$ cat config.mk
export PLATFORM = sky130hd
export DESIGN_NAME = instruction_loader
export DESIGN_NICKNAME = d
export VERILOG_FILES = /design/src/rtl/instruction_loader.sv
export SDC_FILE = /design/constraint.sdc
export NUM_CORES = 1
export LEC_CHECK = 0
export CAP_MARGIN = 10
export CORE_MARGIN = 3
export CORE_UTILIZATION = 39
export DETAILED_ROUTE_END_ITERATION = 12
export GPL_TIMING_DRIVEN = 0
export PLACE_DENSITY_LB_ADDON = 0.12
export SYNTH_ARGS = -nofsm -noshare
export SYNTH_HDL_FRONTEND = slang
export SYNTH_SLANG_ARGS = --single-unit
$ cat constraint.sdc
create_clock -name clock -period 3.3 [get_ports clock]
set_input_delay 0.495 -clock clock [delete_from_list [all_inputs] [get_ports clock]]
set_output_delay 0.495 -clock clock [all_outputs]
set_load 0.01 [all_outputs]
$ cat src/rtl/instruction_loader.sv
// instruction_loader: streams words from a ready/valid source into consecutive MMIO word indices
// Ports:
//   clock, reset                   positive-edge clock, synchronous active-high reset
//   start, base_index, word_count  load command, sampled in IDLE only
//   abort                          cancels a load in FETCH/WRITE
//   word_valid, word_data, word_ready           instruction word stream
//   write_req, write_index, write_data, write_ack  MMIO write port
//   busy, done, words_written      status
module instruction_loader #(
  parameter int DATA_WIDTH  = 32,
  parameter int INDEX_WIDTH = 16,
  parameter int COUNT_WIDTH = 16
) (
  input  logic                   clock,
  input  logic                   reset,
  input  logic                   start,
  input  logic                   abort,
  input  logic [INDEX_WIDTH-1:0] base_index,
  input  logic [COUNT_WIDTH-1:0] word_count,
  input  logic                   word_valid,
  input  logic [DATA_WIDTH-1:0]  word_data,
  output logic                   word_ready,
  output logic                   write_req,
  output logic [INDEX_WIDTH-1:0] write_index,
  output logic [DATA_WIDTH-1:0]  write_data,
  input  logic                   write_ack,
  output logic                   busy,
  output logic                   done,
  output logic [COUNT_WIDTH-1:0] words_written
);
  typedef enum logic [1:0] {IDLE, FETCH, WRITE, DONE} state_t;
  state_t                 state_q, state_d;
  logic [INDEX_WIDTH-1:0] base_q, base_d, index_q, index_d;
  logic [COUNT_WIDTH-1:0] count_q, count_d, offset_q, offset_d, written_q, written_d;
  logic [DATA_WIDTH-1:0]  data_q, data_d;
  logic                   last;
  always_comb begin
    state_d   = state_q;
    base_d    = base_q;
    count_d   = count_q;
    offset_d  = offset_q;
    written_d = written_q;
    index_d   = index_q;
    data_d    = data_q;
    last      = (offset_q + COUNT_WIDTH'(1)) == count_q;
    case (state_q)
      IDLE: if (start) begin
        base_d    = base_index;
        count_d   = word_count;
        offset_d  = '0;
        written_d = '0;
        state_d   = (word_count == '0) ? DONE : FETCH;
      end
      FETCH: if (abort) state_d = IDLE;
        else if (word_valid) begin
          data_d  = word_data;
          index_d = base_q + INDEX_WIDTH'(offset_q);
          state_d = WRITE;
        end
      WRITE: begin
        // an ack coinciding with abort still counts the word
        if (write_ack) begin
          offset_d  = offset_q + COUNT_WIDTH'(1);
          written_d = written_q + COUNT_WIDTH'(1);
        end
        state_d = abort ? IDLE : !write_ack ? WRITE : last ? DONE : FETCH;
      end
      default: state_d = IDLE;
    endcase
  end
  always_ff @(posedge clock) begin
    if (reset) begin
      state_q   <= IDLE;
      base_q    <= '0;
      count_q   <= '0;
      offset_q  <= '0;
      written_q <= '0;
      index_q   <= '0;
      data_q    <= '0;
    end else begin
      state_q   <= state_d;
      base_q    <= base_d;
      count_q   <= count_d;
      offset_q  <= offset_d;
      written_q <= written_d;
      index_q   <= index_d;
      data_q    <= data_d;
    end
  end
  assign word_ready    = state_q == FETCH;
  assign write_req     = state_q == WRITE;
  assign busy          = word_ready || write_req;
  assign done          = state_q == DONE;
  assign write_index   = index_q;
  assign write_data    = data_q;
  assign words_written = written_q;
endmodule
==> flow_metrics.py, run 1 <==
metrics = {
    "cts": {
        "holdBufCountCts": 0,
        "insertion_delay_ps": 410,
        "max-clock-path-buffers": 2,
        "cts_root_buf": "clkbuf_16",
        "cts-htree-levels": 4,
        "post-cts-setup-buffers": 0,
        "postCtsResizedCells": 0,
        "clk_pin_slew_ps": 50,
        "cts-buffers-inserted": 17,
        "cts.sinks": 114,
        "tritoncts": "yes",
    },
    "synth": {
        "synth_cell_types": 52,
        "synth_fp_nets": 810,
        "yosysTopAreaCellShare_pct": 40.6,
        "yosys-top-cells-count": "nand2_1, dfxtp_1, a21oi_1",
        "syn_area_um2": 5620,
        "synth_top_cells_by_area": "dfxtp_1, nand2_1, a21oi_1",
        "syn_inst": 718,
        "avgSynthCellArea_um2": 7.83,
        "ys_warn_count": 0,
        "synth_area_leader_cell": "dfxtp_1",
        "synthFlopType": "dfxtp_1",
        "ys_ff_latch": 114,
        "synth-edff-count": 0,
        "yosysSeqAreaShare_pct": 40.6,
        "async_reset_ff_share_pct": 0,
        "yosysMostFrequentCell": "nand2_1",
    },
    "layout": {
        "diodes": 0,
        "drive_gt1_share_pct": 4.64,
        "fin_util_pct": 55.1,
        "nFillCells": 1348,
        "area_growth_pct": 37.1,
        "finalNetCount": 966,
    },
    "global_route": {
        "grt_use_total_pct": 20.8,
        "first_global_vias": 5279,
        "antenna_found_initial": 0,
        "grt_pass1_wl_mm": 26.7,
        "grt-ovfl-total": 0,
        "grt_max_degree": 17,
    },
    "floorplanning": {
        "dieArea_um2": 15900,
        "core_area_um2": 14000,
        "chipWidth_um": 126,
        "initial_core_util_pct": 40.2,
        "fp.dieH_um": 126,
        "io_pins": 138,
        "rows": 43,
    },
    "sta": {
        "fin_crit_sh_pct": 83.9,
        "hold_viol": 0,
        "worst_pin_slew_ps": 681,
        "finalSetupViolCount": 0,
        "tns_ps": 0,
        "fin_skew_ps": 7.41,
        "finalMaxSlewViolations": 0,
        "period_needed_ps": 2770,
        "grt_setup_unrepaired": "false",
        "timing.slew.headroom_pct": 54.2,
        "max_freq_mhz": 361,
    },
    "placed_design": {
        "gp_congestion": 0.888,
        "hpwl_mm": 12.5,
        "io_buffers": 137,
    },
    "power": {
        "power_density_nw_per_um2": 456,
        "vdd_drop_max_mv": 0.349,
        "p_switching_uw": 909,
        "p_int_mw": 2.61,
        "leakagePower_nw": 2.79,
        "clkPwrFrac_pct": 43.9,
        "pwr-share-comb_pct": 14.1,
        "swShare_pct": 25.9,
        "p_seq_share_pct": 42.0,
    },
    "worst_setup_path": {
        "arrival_ps": 3090,
        "worstSetupEndpointType": "flop",
        "rr_worst_depth": 8,
        "cp-start-kind": "flop",
        "worst-setup-path-type": "flop to flop",
        "cp.required_ps": 3620,
        "path_max_fanout": 8,
    },
    "detailed_routing": {
        "antenna_left": 0,
        "wl_per_cell_um": 15.4,
        "vias": 5541,
        "dr.pass1.iters": 5,
        "drt-total-wl_mm": 16.3,
        "viasPerCell": 5.21,
        "drcViolationCount": 0,
        "dr.first_iter.drc_count": 300,
    },
    "job": {
        "cap_violations": 0,
    },
    "min_path": {
        "hp-class": "flop to flop",
        "min_path_cells": 2,
    },
    "run_status": {
        "outcome": "completed",
    },
}
## placed cells by master (no fill, tap or decap), types with 6 or more instances in the layout
master,netlist,final
nand2_1,170,170
clkdlybuf4s50_1,0,137
dfxtp_1,114,114
a21oi_1,100,100
nor2_1,50,50
clkbuf_1,30,32
xnor2_1,22,22
o21ai_0,21,21
ha_1,21,21
xor2_1,19,19
clkbuf_16,0,17
nor3_1,14,14
nand3_1,13,13
nand4_1,11,11
a211oi_1,11,11
inv_1,10,10
and3_1,9,9
a31oi_1,9,9
clkinv_2,0,7
a21o_1,6,6
nand3b_1,6,6
nor4_1,6,6
buf_1,6,6
## layer usage
metal | global-route usage, % | up-vias | part of all wire, %
met2 | 33.1 | 180 | 46
met5 | 0 | - | 0
met3 | 4.50 | 16 | 6.1
li1 | - | 2804 | -
met1 | 27.8 | 2541 | 46
met4 | 7.44 | 0 | 1.2
## final cells by class
type | instances | area [um^2] | share of cell area [%]
timing repair buffer | 137 | 1370 | 17.8
clock buffer | 20 | 447 | 5.80
multi-input combinational | 553 | 3130 | 40.6
clock inverter | 8 | 42.5 | 0.552
inverter | 10 | 37.5 | 0.487
sequential | 114 | 2280 | 29.6
buffer | 41 | 176 | 2.29
tap | 180 | 225 | 2.92
## kinds of logic (layout without fill, tap and decap cells)
| group | count (synthesis) | in the layout | share of synthesized area [%] |
|---|---|---|---|
| and+or+nand+nor | 310 | 310 | 24.9 |
| DFF | 114 | 114 | 40.6 |
| xor gates and xnor gates | 42 | 42 | 6.68 |
| AOI/OAI and AO/OA | 177 | 177 | 18.6 |
| muxes | 2 | 2 | 0.378 |
| adders and majority gates | 22 | 22 | 5.03 |
| buffers and inverters | 51 | 216 | 3.81 |
## sequential cells by signal, summed over array words and instances (netlist names)
signal,flops
words_written,16
state_q,2
write_index,16
count_q,16
base_q,16
offset_q,16
write_data,32
## final timing paths
check / startpoint / to / slack, ps
worst min register to register: write_index[11] / write_index[11] / 450
worst min-delay path: write_index[11] / write_index[11] / 450
worst max register to register: state_q[0] / state_q[1] / 530
worst max-delay path: state_q[0] / state_q[1] / 530
## power by group through the flow
stage | sequential (mW) | combinational [mW] | clock [mW]
CTS | 1.48 | 0.498 | 1.58
detailed placement | 1.50 | 0.495 | 0
global route | 1.48 | 0.548 | 1.64
finish | 1.48 | 0.495 | 1.54
global placement | 1.50 | 0.484 | 0
floorplan | 1.50 | 0.260 | 0
## per-stage QoR
stage | instances | cell area (um^2) | power, mW | hold WS [ps] | setup WS, ps
global route | 1063 | 7710 | 3.67 | 474 | 346
finish | 1063 | 7710 | 3.51 | 451 | 531
floorplan | 718 | 5620 | 1.76 | 441 | 936
global placement | 1035 | 7220 | 1.99 | 443 | 240
CTS | 1063 | 7710 | 3.56 | 450 | 582
detailed placement | 1035 | 7220 | 2.00 | 443 | 287
## critical path, stage by stage (launching register included)
cell      delay (ps)
dfxtp_1          330
inv_1            100
ha_1             300
nor3b_1          400
nand3_1          130
or4_1            410
a2111o_1         390
a2111o_1         320
o41ai_2          300
Note: power is estimated with default switching activity, not from simulation.
==> inputs of run 2 (changes only) <==
==> constraint.sdc (replaced) <==
create_clock -name clock -period 2.6 [get_ports clock]
set_input_delay 0.39 -clock clock [delete_from_list [all_inputs] [get_ports clock]]
set_output_delay 0.39 -clock clock [all_outputs]
set_load 0.01 [all_outputs]
==> run 2 against run 1 <==
Wire length increased by 0.46%. Hold slack about the same. Sequential share of layout area shrank 0.22 points. Final cell count hardly changed. Register-to-register slack got worse by 420 ps. Final area up 1.1%. Combinational power is 30% higher. Total power up 28%. Global-route usage about the same. Fmax increased by 11%. Worst setup slack got worse by 420 ps. Critical path type unchanged.
==> flow_metrics.py, run 2 (synthesis gave the netlist of run 1 again) <==
metrics = {
    "detailed_routing": {
        "antenna_left": 0,
        "dr.pass1.iters": 5,
        "drt-total-wl_mm": 16.4,
        "wl_per_cell_um": 15.4,
        "vias": 5574,
        "dr.first_iter.drc_count": 317,
        "drcViolationCount": 0,
        "viasPerCell": 5.24,
    },
    "worst_setup_path": {
        "rr_worst_depth": 8,
        "cp.required_ps": 2910,
        "worstSetupEndpointType": "flop",
        "worst-setup-path-type": "flop to flop",
        "reg2reg_setup_slack_ps": 110,
        "cp-start-kind": "flop",
        "path_max_fanout": 7,
        "rr_endpoint": "state_q[1]",
        "arrival_ps": 2800,
        "startpoint": "state_q[1]",
        "r2r_start": "state_q[1]",
    },
    "sta": {
        "finalSetupViolCount": 0,
        "fin_crit_sh_pct": 95.8,
        "fin_skew_ps": 6.12,
        "tns_ps": 0,
        "setup_slack_ps": 110,
        "worst_pin_slew_ps": 666,
        "grt_setup_unrepaired": "false",
        "hold_viol": 0,
        "timing.slew.headroom_pct": 55.6,
        "max_freq_mhz": 402,
        "period_needed_ps": 2490,
        "finalMaxSlewViolations": 0,
    },
    "layout": {
        "largest_register_ffs": 32,
        "layout_commonest_cell": "nand2_1",
        "register_area_um2": 2290,
        "layout_common_cells": "nand2_1, clkdlybuf4s50_1, dfxtp_1",
        "drive_gt1_share_pct": 6.00,
        "nFillCells": 1327,
        "finalNetCount": 967,
        "diodes": 0,
        "multiInputGateArea_um2": 3190,
        "area_growth_pct": 38.6,
    },
    "global_route": {
        "grt_use_total_pct": 20.8,
        "grt_max_degree": 17,
        "antenna_found_initial": 0,
        "grt_pass1_wl_mm": 26.7,
        "grt-ovfl-total": 0,
        "first_global_vias": 5294,
    },
    "placed_design": {
        "hpwl_mm": 12.5,
        "dp_slack_ps": -308,
        "io_buffers": 137,
        "gp_congestion": 0.888,
    },
    "floorplanning": {
        "io_pins": 138,
        "rows": 43,
        "initial_core_util_pct": 40.2,
        "fp.dieH_um": 126,
        "dieArea_um2": 15900,
        "chipWidth_um": 126,
        "core_area_um2": 14000,
    },
    "min_path": {
        "min_path_cells": 2,
        "hp-class": "flop to flop",
        "min_to": "write_index[11]",
        "hp-start": "write_index[11]",
    },
    "cts": {
        "holdBufCountCts": 0,
        "clk_pin_slew_ps": 50,
        "cts-buffers-inserted": 17,
        "cts_root_buf": "clkbuf_16",
        "insertion_delay_ps": 420,
        "cts.sinks": 114,
        "cts-htree-levels": 4,
        "tritoncts": "yes",
        "max-clock-path-buffers": 2,
    },
    "power": {
        "leakagePower_nw": 2.82,
        "power_density_nw_per_um2": 575,
        "total_power_mw": 4.48,
        "vdd_drop_max_mv": 0.449,
    },
    "job": {
        "cap_violations": 0,
    },
    "run_status": {
        "outcome": "completed",
    },
}
==> run 2: stage by stage <==
stage          instance area (um^2)  utilization, %  instances  hold slack (ps)
4_1_cts                        7720            55.2       1063              450
5_1_grt                        7790            55.7       1064              474
3_3_place_gp                   7220            51.6       1035              443
6_report                       7790            55.7       1064              451
3_5_place_dp                   7220            51.6       1035              443
2_1_floorplan                  5620               -        718              441
==> run 2: critical path: stages, from the launching register on <==
cell,delay (ps)
dfxtp_4,360
inv_1,80
ha_4,200
nand2b_4,110
o21ai_2,120
or4_1,520
a2111o_1,380
a2111o_1,320
o41ai_2,300
==> run 2: cell type report <==
cell class                 instances  area share, %
multi-input combinational        553           41.0
sequential                       114           29.4
timing repair buffer             138           17.7
buffer                            41           2.26
clock buffer                      20           5.73
clock inverter                     8          0.546
inverter                          10          0.482
tap                              180           2.89
==> run 2: repair_timing <==
action | in CTS | in global routing
setup buffers | 0 | 1
setup endpoints to repair | 2 | 3
pin swaps | 0 | 1
gates resized for setup | 5 | 13
==> run 2: report_power, final <==
part	internal, mW	switching, mW	total [mW]
registers	1.82	0.0538	1.88
logic	0.295	0.349	0.644
clock network	1.20	0.762	1.96
total	3.32	1.16	4.48
==> run 2: how the worst max path moves through the flow <==
stage / end / slack, ps / depth (start not counted)
floorplan: state_q[1] / 240 / 8
global placement: state_q[1] / -360 / 7
detailed placement: state_q[1] / -310 / 7
CTS: state_q[1] / 20 / 8
global route: state_q[1] / 7 / 8
finish: state_q[1] / 110 / 8
==> run 2: layer usage <==
metal  wire, um  vias up  GRT usage (%)  share of wire, %
met3        890       23           4.50               5.4
met4        293        0           7.44               1.8
li1           -     2810              -                 -
met1       7680     2572           27.9                47
met5          0        -              0                 0
met2       7540      169           33.2                46
==> inputs of run 3 (changes only) <==
--- a/config.mk
+++ b/config.mk
@@ -14,3 +14,4 @@
 export SYNTH_ARGS = -nofsm -noshare
 export SYNTH_HDL_FRONTEND = slang
 export SYNTH_SLANG_ARGS = --single-unit
+export TNS_END_PERCENT = 100
==> results of run 3 <==
The final DEF is identical to that of run 2; final timing and power are the same.
